## config.mk

```make
export PLATFORM = sky130hd
export DESIGN_NAME = dmux_rr_ctrl_flat
export DESIGN_NICKNAME = d
export VERILOG_FILES = /design/src/rtl/dmux_rr_ctrl_if.sv /design/src/rtl/dmux_rr_ctrl.sv /design/src/flat_wrapper.sv
export SDC_FILE = /design/constraint.sdc
export NUM_CORES = 1
export LEC_CHECK = 0
export ABC_CLOCK_PERIOD_IN_PS = 1970
export CAP_MARGIN = 20
export CORE_MARGIN = 2
export CORE_UTILIZATION = 35
export CTS_CLUSTER_DIAMETER = 60
export CTS_CLUSTER_SIZE = 12
export DETAILED_ROUTE_END_ITERATION = 8
export DONT_BUFFER_PORTS = 1
export MAX_ROUTING_LAYER = met4
export PLACE_DENSITY_LB_ADDON = 0.2
export SYNTH_ARGS = -nofsm -noshare
export SYNTH_HDL_FRONTEND = slang
export SYNTH_SLANG_ARGS = --single-unit
export TNS_END_PERCENT = 5
```

## constraint.sdc

```tcl
create_clock -name clk -period 1.97 [get_ports clk]
set_input_delay 0.394 -clock clk [delete_from_list [all_inputs] [get_ports clk]]
set_output_delay 0.394 -clock clk [all_outputs]
set_load 0.05 [all_outputs]
```

## src/rtl/dmux_rr_ctrl_if.sv

```systemverilog
// Handshake and data bus between a word source, the round-robin controller and N channels.
// slave = controller side, master = source/sink side.
interface dmux_rr_ctrl_if #(
  parameter int N     = 2,
  parameter int WIDTH = 1,
  parameter int SW    = (N > 1) ? $clog2(N) : 1
);
  logic [N-1:0]     en;
  logic [WIDTH-1:0] in_data;
  logic             in_valid;
  logic             in_ready;
  logic [WIDTH-1:0] out_data;
  logic [SW-1:0]    out_sel;
  logic [N-1:0]     out_valid;
  logic [N-1:0]     out_ready;
  logic             busy;

  modport slave (
    input  en, in_data, in_valid, out_ready,
    output in_ready, out_data, out_sel, out_valid, busy
  );

  modport master (
    output en, in_data, in_valid, out_ready,
    input  in_ready, out_data, out_sel, out_valid, busy
  );
endinterface

```

## src/rtl/dmux_rr_ctrl.sv

```systemverilog
// Round-robin word scheduler: one input stream spread over N channels, BURST words per channel.
// Accept-to-out_valid latency 1 cycle; one word in flight, so at most one word every 2 cycles.
module dmux_rr_ctrl #(
  parameter int N     = 2,
  parameter int WIDTH = 1,
  parameter int BURST = 1
) (
  input  logic           clk,
  input  logic           rst,
  dmux_rr_ctrl_if.slave  bus
);
  localparam int SW = (N > 1) ? $clog2(N) : 1;

  typedef enum logic {IDLE, HOLD} state_t;

  state_t           state;
  logic [SW-1:0]    ptr;
  logic [7:0]       burst_cnt;
  logic [WIDTH-1:0] out_data_q;
  logic [SW-1:0]    out_sel_q;
  logic [N-1:0]     out_valid_q;

  logic [SW-1:0]    dest;
  logic [N-1:0]     dest_onehot;
  logic             accept;

  // First enabled channel at or after ptr, wrapping explicitly so odd N never overruns.
  always_comb begin : search
    int   p;
    logic found;
    p     = 0;
    found = 1'b0;
    dest  = '0;
    for (int k = 0; k < N; k++) begin
      p = int'(ptr) + k;
      if (p >= N) p = p - N;
      if (!found && bus.en[SW'(p)]) begin
        dest  = SW'(p);
        found = 1'b1;
      end
    end
    dest_onehot       = '0;
    dest_onehot[dest] = 1'b1;
  end

  // Gated by rst so the source never sees ready while the block is held in reset.
  assign bus.in_ready = (state == IDLE) && (bus.en != '0) && !rst;
  assign accept       = bus.in_valid && bus.in_ready;

  always_ff @(posedge clk or posedge rst) begin
    if (rst) begin
      state       <= IDLE;
      ptr         <= '0;
      burst_cnt   <= '0;
      out_data_q  <= '0;
      out_sel_q   <= '0;
      out_valid_q <= '0;
    end else begin
      case (state)
        IDLE: begin
          if (accept) begin
            out_data_q  <= bus.in_data;
            out_sel_q   <= dest;
            out_valid_q <= dest_onehot;
            state       <= HOLD;
          end
        end
        HOLD: begin
          // Destination is locked; only the addressed channel's ready matters.
          if (bus.out_ready[out_sel_q]) begin
            out_valid_q <= '0;
            state       <= IDLE;
            if (burst_cnt == 8'(BURST - 1)) begin
              burst_cnt <= '0;
              ptr       <= (out_sel_q == SW'(N - 1)) ? '0 : out_sel_q + 1'b1;
            end else begin
              burst_cnt <= burst_cnt + 8'd1;
              ptr       <= out_sel_q;
            end
          end
        end
        default: state <= IDLE;
      endcase
    end
  end

  assign bus.out_data  = out_data_q;
  assign bus.out_sel   = out_sel_q;
  assign bus.out_valid = out_valid_q;
  assign bus.busy      = (state == HOLD);
endmodule

```

## src/flat_wrapper.sv

```systemverilog
// flat-port wrapper written by rule: the top's interface ports become plain ports
module dmux_rr_ctrl_flat 
#(
  parameter int N     = 2,
  parameter int WIDTH = 1,
  parameter int BURST = 1
)
  (clk, rst, bus_en, bus_in_data, bus_in_valid, bus_out_ready, bus_in_ready, bus_out_data, bus_out_sel, bus_out_valid, bus_busy);
  dmux_rr_ctrl_if #(.N(N), .WIDTH(WIDTH)) bus_i ();
  input  logic clk;
  input  logic rst;
  input wire logic [$bits(bus_i.en)-1:0] bus_en;
  input wire logic [$bits(bus_i.in_data)-1:0] bus_in_data;
  input wire logic [$bits(bus_i.in_valid)-1:0] bus_in_valid;
  input wire logic [$bits(bus_i.out_ready)-1:0] bus_out_ready;
  output wire logic [$bits(bus_i.in_ready)-1:0] bus_in_ready;
  output wire logic [$bits(bus_i.out_data)-1:0] bus_out_data;
  output wire logic [$bits(bus_i.out_sel)-1:0] bus_out_sel;
  output wire logic [$bits(bus_i.out_valid)-1:0] bus_out_valid;
  output wire logic [$bits(bus_i.busy)-1:0] bus_busy;
  assign bus_i.en = bus_en;
  assign bus_i.in_data = bus_in_data;
  assign bus_i.in_valid = bus_in_valid;
  assign bus_i.out_ready = bus_out_ready;
  assign bus_in_ready = bus_i.in_ready;
  assign bus_out_data = bus_i.out_data;
  assign bus_out_sel = bus_i.out_sel;
  assign bus_out_valid = bus_i.out_valid;
  assign bus_busy = bus_i.busy;
  dmux_rr_ctrl #(.N(N), .WIDTH(WIDTH), .BURST(BURST)) u_core (.clk(clk), .rst(rst), .bus(bus_i));
endmodule
```

==> results.ini, run 1 <==
[status]
status = completed

[sta]
rsz0062_at_grt = no
maxSlewViolCount = 0
maxSlewHeadroom_pct = 65.7
hold_viol = 0
max_freq_mhz = 596
setup_viol = 0
worst_slew_pin_slew_ns = 0.514
post-route-period-util_pct = 85.2
layout_min_cycle_time_ns = 1.68
fin_tns_setup_ns = 0
skew_ns = 0.000648
fin_ws_ns = 0.291

[logic_synthesis]
synth_xor_area_share_pct = 4.62
synth_nets = 81
synth_top_family_by_area = simple AND/OR/NAND/NOR gates
synthCells = 71
yosys.area_share.simple_pct = 19.6
ys_top_cells_by_count = dfrtp_1, inv_1, nand4_1, mux2_2, xnor2_1
async_flop_share_pct = 100
synth.distinct_cells = 32
yosys_warnings = 0
synth_top_area_cell = dfrtp_1
synth_edf_count = 0
synth_top_flop_cell = dfrtp_1
synth.ff_latch_count = 14
netlist_area_um2 = 758
synthMuxAreaShare_pct = 9.24
synth-compound-area-share_pct = 10.4
synthAdderAreaFrac_pct = 3.30
synth.most_common_cell = dfrtp_1
syn_avg_cell_area_um2 = 10.7
ys_seq_area_share_pct = 46.2
synth_top_area_share_pct = 46.2
synth_area_leaders = dfrtp_1, mux2_2, xnor2_1, nand4_1, inv_1

[clocking]
clkTransAtPathRegs_ns = 0.08
clk_path_buf_depth = 2
h-tree-depth = 1
root_buffer = clkbuf_4
cts_buffers = 3
hold_buffers = 0
tritoncts = done
cts_setup_buffers = 0
cts_resized = 0
insertion_delay_ns = 0.27
clock-sinks = 14

[place]
dp_hpwl_um = 999
post-place-ws_ns = 0.434
io_buffers = 0
globalplace.congestion = 0.751

[worst_hold_path]
hp-class = in2async

[worst_setup_path]
r2r-start = u_core.bus.busy
worstSetupPathType = reg2out
r2r_end = u_core.bus.out_valid[0]
r2r_slack_ns = 0.43
critPathCaptureType = output pin
critPathLaunchType = register
cp_max_fo = 14
reg2reg_depth = 3
worstPathArrival_ns = 1.28
required_ns = 1.58

[drt]
routed_wl_um = 1310
vias_per_cell = 5.11
drc_errors = 0
ant_nets = 0
drt_iter0_drc = 6
via_count = 521
dr.pass1.iters = 4
wl_per_cell_um = 12.9

[global_route]
grt_overflow = 0
antenna_found_initial = 0
grt_pass1_wl_um = 2450
grt_use_total_pct = 13.1
grt_pass1_vias = 518
grt_start_max_net_pins = 15

[power]
power_density_nw_per_um2 = 1410
vdd_drop_max_mv = 0.570
p_leak_nw = 0.392
p_total_mw = 1.18

[die]
start_util_pct = 37.9
num_rows = 16
chipWidth_um = 50.5
die_y_um = 50.5
dieArea_um2 = 2550
core_um2 = 2000
io_pins = 14

[flow_run]
maxCapViolCount = 0

[cells_and_area]
nets = 86
area_growth_pct = 10.2
n_fill_cell = 201
multi_input_area_um2 = 363
antenna_cells = 0
seq_area_um2 = 350
drive_gt1_share_pct = 26.7

==> worst max path at each step <==
| stage | startpoint | end | slack, ns | cells past startpoint |
|---|---|---|---|---|
| final | u_core.bus.busy | bus_in_ready | 0.29 | 2 |
| after global routing | u_core.bus.busy | bus_in_ready | 0.21 | 2 |
| after CTS | u_core.bus.busy | bus_in_ready | 0.28 | 2 |
| after detailed placement | u_core.burst_cnt[0] | u_core.burst_cnt[0] | 0.43 | 5 |
| after global placement | u_core.burst_cnt[0] | u_core.ptr | 0.45 | 5 |
| after floorplan | u_core.bus.busy | bus_in_ready | 0.02 | 2 |
==> final cells by class <==
class	instances	share of cell area, %
Clock buffer	4	4.34
Inverter	8	3.59
Multi-Input combinational cell	46	43.4
Sequential cell	14	41.9
Tap cell	27	4.04
Timing Repair Buffer	3	2.69
==> stage by stage <==
step	hold WS, ns	area (µm²)	utilization (%)	instances
finish	0.0336	836	41.8	102
global placement	0.362	800	39.9	98
CTS	0.0463	836	41.8	102
floorplan	0.283	763	-	71
detailed placement	0.349	800	39.9	98
global route	0.0582	836	41.8	102
==> layer usage <==
metal,share of wire [%],GRT usage (%),up-vias
met5,0,-,-
met4,0.46,1.35,0
met3,4.9,5.36,2
met2,45,18.4,8
met1,49,18.4,249
li1,-,-,262
==> critical path, cell delays in order (launching register included) <==
cell	delay, ns
dfrtp_1	0.56
nor3_2	0.24
buf_4	0.22
==> cells by family after synthesis <==
logic type | count (synthesis)
simple gates | 23
flops | 14
compound gates | 11
buf+inv | 11
mux | 6
xor+xnor | 4
fa+ha+maj | 2
==> where the power goes <==
part	switching, mW	leakage, nW	internal (mW)
Clock	0.0856	0.0210	0.112
Combinational	0.222	0.192	0.195
Sequential	0.185	0.179	0.380
==> cells in the final DEF, fill, tap and decap left out <==
master	netlist	final
nand3_1	3	3
a21boi_0	1	1
dfrtp_1	14	14
o211ai_2	1	1
mux2i_1	1	1
and4_2	1	1
nor3_2	0	1
mux2_2	4	4
buf_4	0	3
nand2_1	1	1
and3b_1	1	1
o22ai_1	1	1
a31oi_1	2	2
inv_1	8	8
a21o_1	1	1
xnor2_1	4	4
or3b_2	1	1
and2_2	1	1
o21ai_0	2	2
clkbuf_4	0	3
mux2_4	1	1
a21oi_1	2	2
o31ai_2	1	1
and3_1	3	3
nor2_1	2	2
nor4_1	1	1
ha_1	2	2
or4_4	1	1
and2_4	1	1
nand4_1	5	5
nor2b_1	1	1
clkbuf_8	0	1
==> sequential cells by signal (all words and copies together), names as in the netlist <==
register / cells
u_core.bus.busy: 1
u_core.bus.out_sel: 1
u_core.bus.out_data: 1
u_core.ptr: 1
u_core.bus.out_valid: 2
u_core.burst_cnt: 8
Power figures use the tool's default switching activity.
==> inputs of run 2 (changes only) <==
--- a/config.mk
+++ b/config.mk
@@ -5,7 +5,8 @@
 export SDC_FILE = /design/constraint.sdc
 export NUM_CORES = 1
 export LEC_CHECK = 0
-export ABC_CLOCK_PERIOD_IN_PS = 1970
+export ABC_AREA = 1
+export ABC_CLOCK_PERIOD_IN_PS = 1980
 export CAP_MARGIN = 20
 export CORE_MARGIN = 2
 export CORE_UTILIZATION = 35
==> constraint.sdc (replaced) <==
create_clock -name clk -period 1.98 [get_ports clk]
set_input_delay 0.396 -clock clk [delete_from_list [all_inputs] [get_ports clk]]
set_output_delay 0.396 -clock clk [all_outputs]
set_load 0.05 [all_outputs]
==> run 2 against run 1 <==
Against the previous run:
- area after synthesis increased by 7.4%
- clock power rose by 7%
- synthesized cell count grew 59%
- flip-flop and latch count unchanged
- first-iteration DRC count up 130%
- critical path type is now in2out
- worst hold slack better by 0.19 ns
- power decreased by 10%
- critical endpoint unchanged
- register-to-register slack improved by 0.23 ns
- critical path depth increased by 3
==> results.ini, run 2 <==
[status]
status = completed

[cells_and_area]
final_common_cell = nand2_1
n_fill_cell = 244
largest_reg_flops = 8
drive_gt1_share_pct = 13.6
regMostFlops = u_core.burst_cnt
seq_area_um2 = 350
multi_input_area_um2 = 373
finalNonFillerCells = 146
antenna_cells = 0
area_growth_pct = 10.3
nets = 129
final_cell_mix = nand2_1, inv_1, dfrtp_1

[logic_synthesis]
syn_avg_cell_area_um2 = 7.21
synth_edf_count = 0
synth.most_common_cell = nand2_1
synth_area_leaders = dfrtp_1, nand2_1, nand3_1, inv_1, o21ai_0
synthCells = 113
synth.distinct_cells = 15
synth_top_flop_cell = dfrtp_1
synth.ff_latch_count = 14
ys_seq_area_share_pct = 43.0
yosys_warnings = 0
async_flop_share_pct = 100
ys_top_cells_by_count = nand2_1, dfrtp_1, inv_1, nand3_1
synth_top_area_share_pct = 43.0
netlist_area_um2 = 815
synth_top_area_cell = dfrtp_1
synth_nets = 123

[power]
pwr-share-comb_pct = 32.6
vdd_drop_max_mv = 0.539
p_total_mw = 1.06
power.internal_mw = 0.588
p_sw_mw = 0.471
p_sw_share_pct = 44.5
p_leak_nw = 0.497
clkPwrFrac_pct = 19.9
power_density_nw_per_um2 = 1180
pwr-share-seq_pct = 47.5

[clocking]
clkTransAtPathRegs_ns = 0.09
root_buffer = clkbuf_4
cts_setup_buffers = 0
clock-sinks = 14
clk_path_buf_depth = 2
cts_resized = 0
h-tree-depth = 1
cts_buffers = 3
insertion_delay_ns = 0.28
tritoncts = done

[worst_setup_path]
required_ns = 1.58
worstSetupPathType = in2out
r2r-start = u_core.burst_cnt[0]
critPathCaptureType = output pin
worstPathArrival_ns = 1.48
cp_max_fo = 5
r2r_slack_ns = 0.66
startpoint = rst
critPathLaunchType = input port

[die]
start_util_pct = 36.8
io_pins = 14
core_um2 = 2210
chipWidth_um = 52.2
num_rows = 17
die_y_um = 52.2
dieArea_um2 = 2730

[global_route]
grt_overflow = 0
grt_pass1_vias = 703
grt_start_max_net_pins = 13
antenna_found_initial = 0
grt_use_total_pct = 15.1
grt_pass1_wl_um = 2950

[drt]
routed_wl_um = 1650
drt_iter0_drc = 14
ant_nets = 0
wl_per_cell_um = 11.3
vias_per_cell = 4.70
dr.pass1.iters = 4
via_count = 686
drc_errors = 0

[place]
io_buffers = 0
dp_hpwl_um = 1260
post-place-ws_ns = 0.636
dp_cells = 141
globalplace.congestion = 0.797

[sta]
maxSlewViolCount = 0
max_freq_mhz = 532
fin_ws_ns = 0.101
hold_viol = 0
rsz0062_at_grt = no
post-route-period-util_pct = 94.9
maxSlewHeadroom_pct = 68.3
skew_ns = 0.000870
fin_tns_setup_ns = 0
layout_min_cycle_time_ns = 1.88
setup_viol = 0
worst_slew_pin_slew_ns = 0.475
whs_ns = 0.223

[flow_run]
maxCapViolCount = 0

[worst_hold_path]
hp-class = in2reg
min_from = bus_in_data

==> run 2: cell count changes in the layout (fill, tap and decap cells not counted), sizes merged, moves of 2 or more <==
cell,delta
nand2,+42
inv,+9
nand3,+8
mux2,-5
nor2,+5
o21ai,+5
xnor2,-4
and3,-3
xor2,+3
a31oi,-2
and2,-2
==> run 2: power by group through the flow <==
stage	Sequential, mW	Clock, mW	Combinational [mW]
after floorplan	0.504	0	0.285
after global placement	0.507	0	0.331
after detailed placement	0.508	0	0.345
after CTS	0.503	0.216	0.349
after global routing	0.518	0.228	0.396
final	0.503	0.211	0.345
==> run 2: what timing repair did <==
action                                  4_1_cts  5_1_grt
endpoints found under the hold margin         2        0
endpoints found under the setup margin        0        0
hold buffers                                  1        0
==> run 2: worst paths after layout <==
kind | to | cells past startpoint
max in group asynchronous | u_core.burst_cnt[7] | 3
setup reg to reg | u_core.burst_cnt[1] | 7
setup / recovery | bus_in_ready | 5
min in group asynchronous | u_core.bus.busy | 2
hold / removal | u_core.bus.out_data | 2
hold reg to reg | u_core.ptr | 2
==> run 2: routing by layer <==
layer	part of all wire (%)	track usage, %	vias up
li1	-	-	357
met1	52	19.9	313
met2	43	21.9	14
met3	4.3	3.43	2
met4	1.0	7.69	0
met5	0	-	-
==> run 2: area by class of cell <==
type / instances / area share [%]
sequential: 14 / 39.0
timing repair buffer: 5 / 4.46
tap: 28 / 3.90
clock buffer: 4 / 4.04
inverter: 17 / 7.10
multi-input combinational: 78 / 41.5
==> run 2: stage by stage <==
stage	cell area, µm²	utilization, %
finish	898	40.6
global route	898	40.6
CTS	898	40.6
detailed placement	852	38.5
global placement	852	38.5
floorplan	818	-
==> run 2: kinds of logic (layout without fill, tap and decap cells) <==
family / count (synthesis) / count (layout) / share of synthesized area [%]
and+or+nand+nor: 65 / 65 / 34.1
buffers and inverters: 21 / 26 / 11.7
DFF: 14 / 14 / 43.0
AOI/OAI and AO/OA: 8 / 8 / 4.91
xor gates and xnor gates: 3 / 3 / 3.23
adders and majority gates: 2 / 2 / 3.07
==> run 2: critical path, cell delays in order <==
cell           delay (ns)
dlygate4sd3_1        0.53
inv_1                0.16
nand2_1              0.09
a21oi_2              0.10
buf_4                0.20
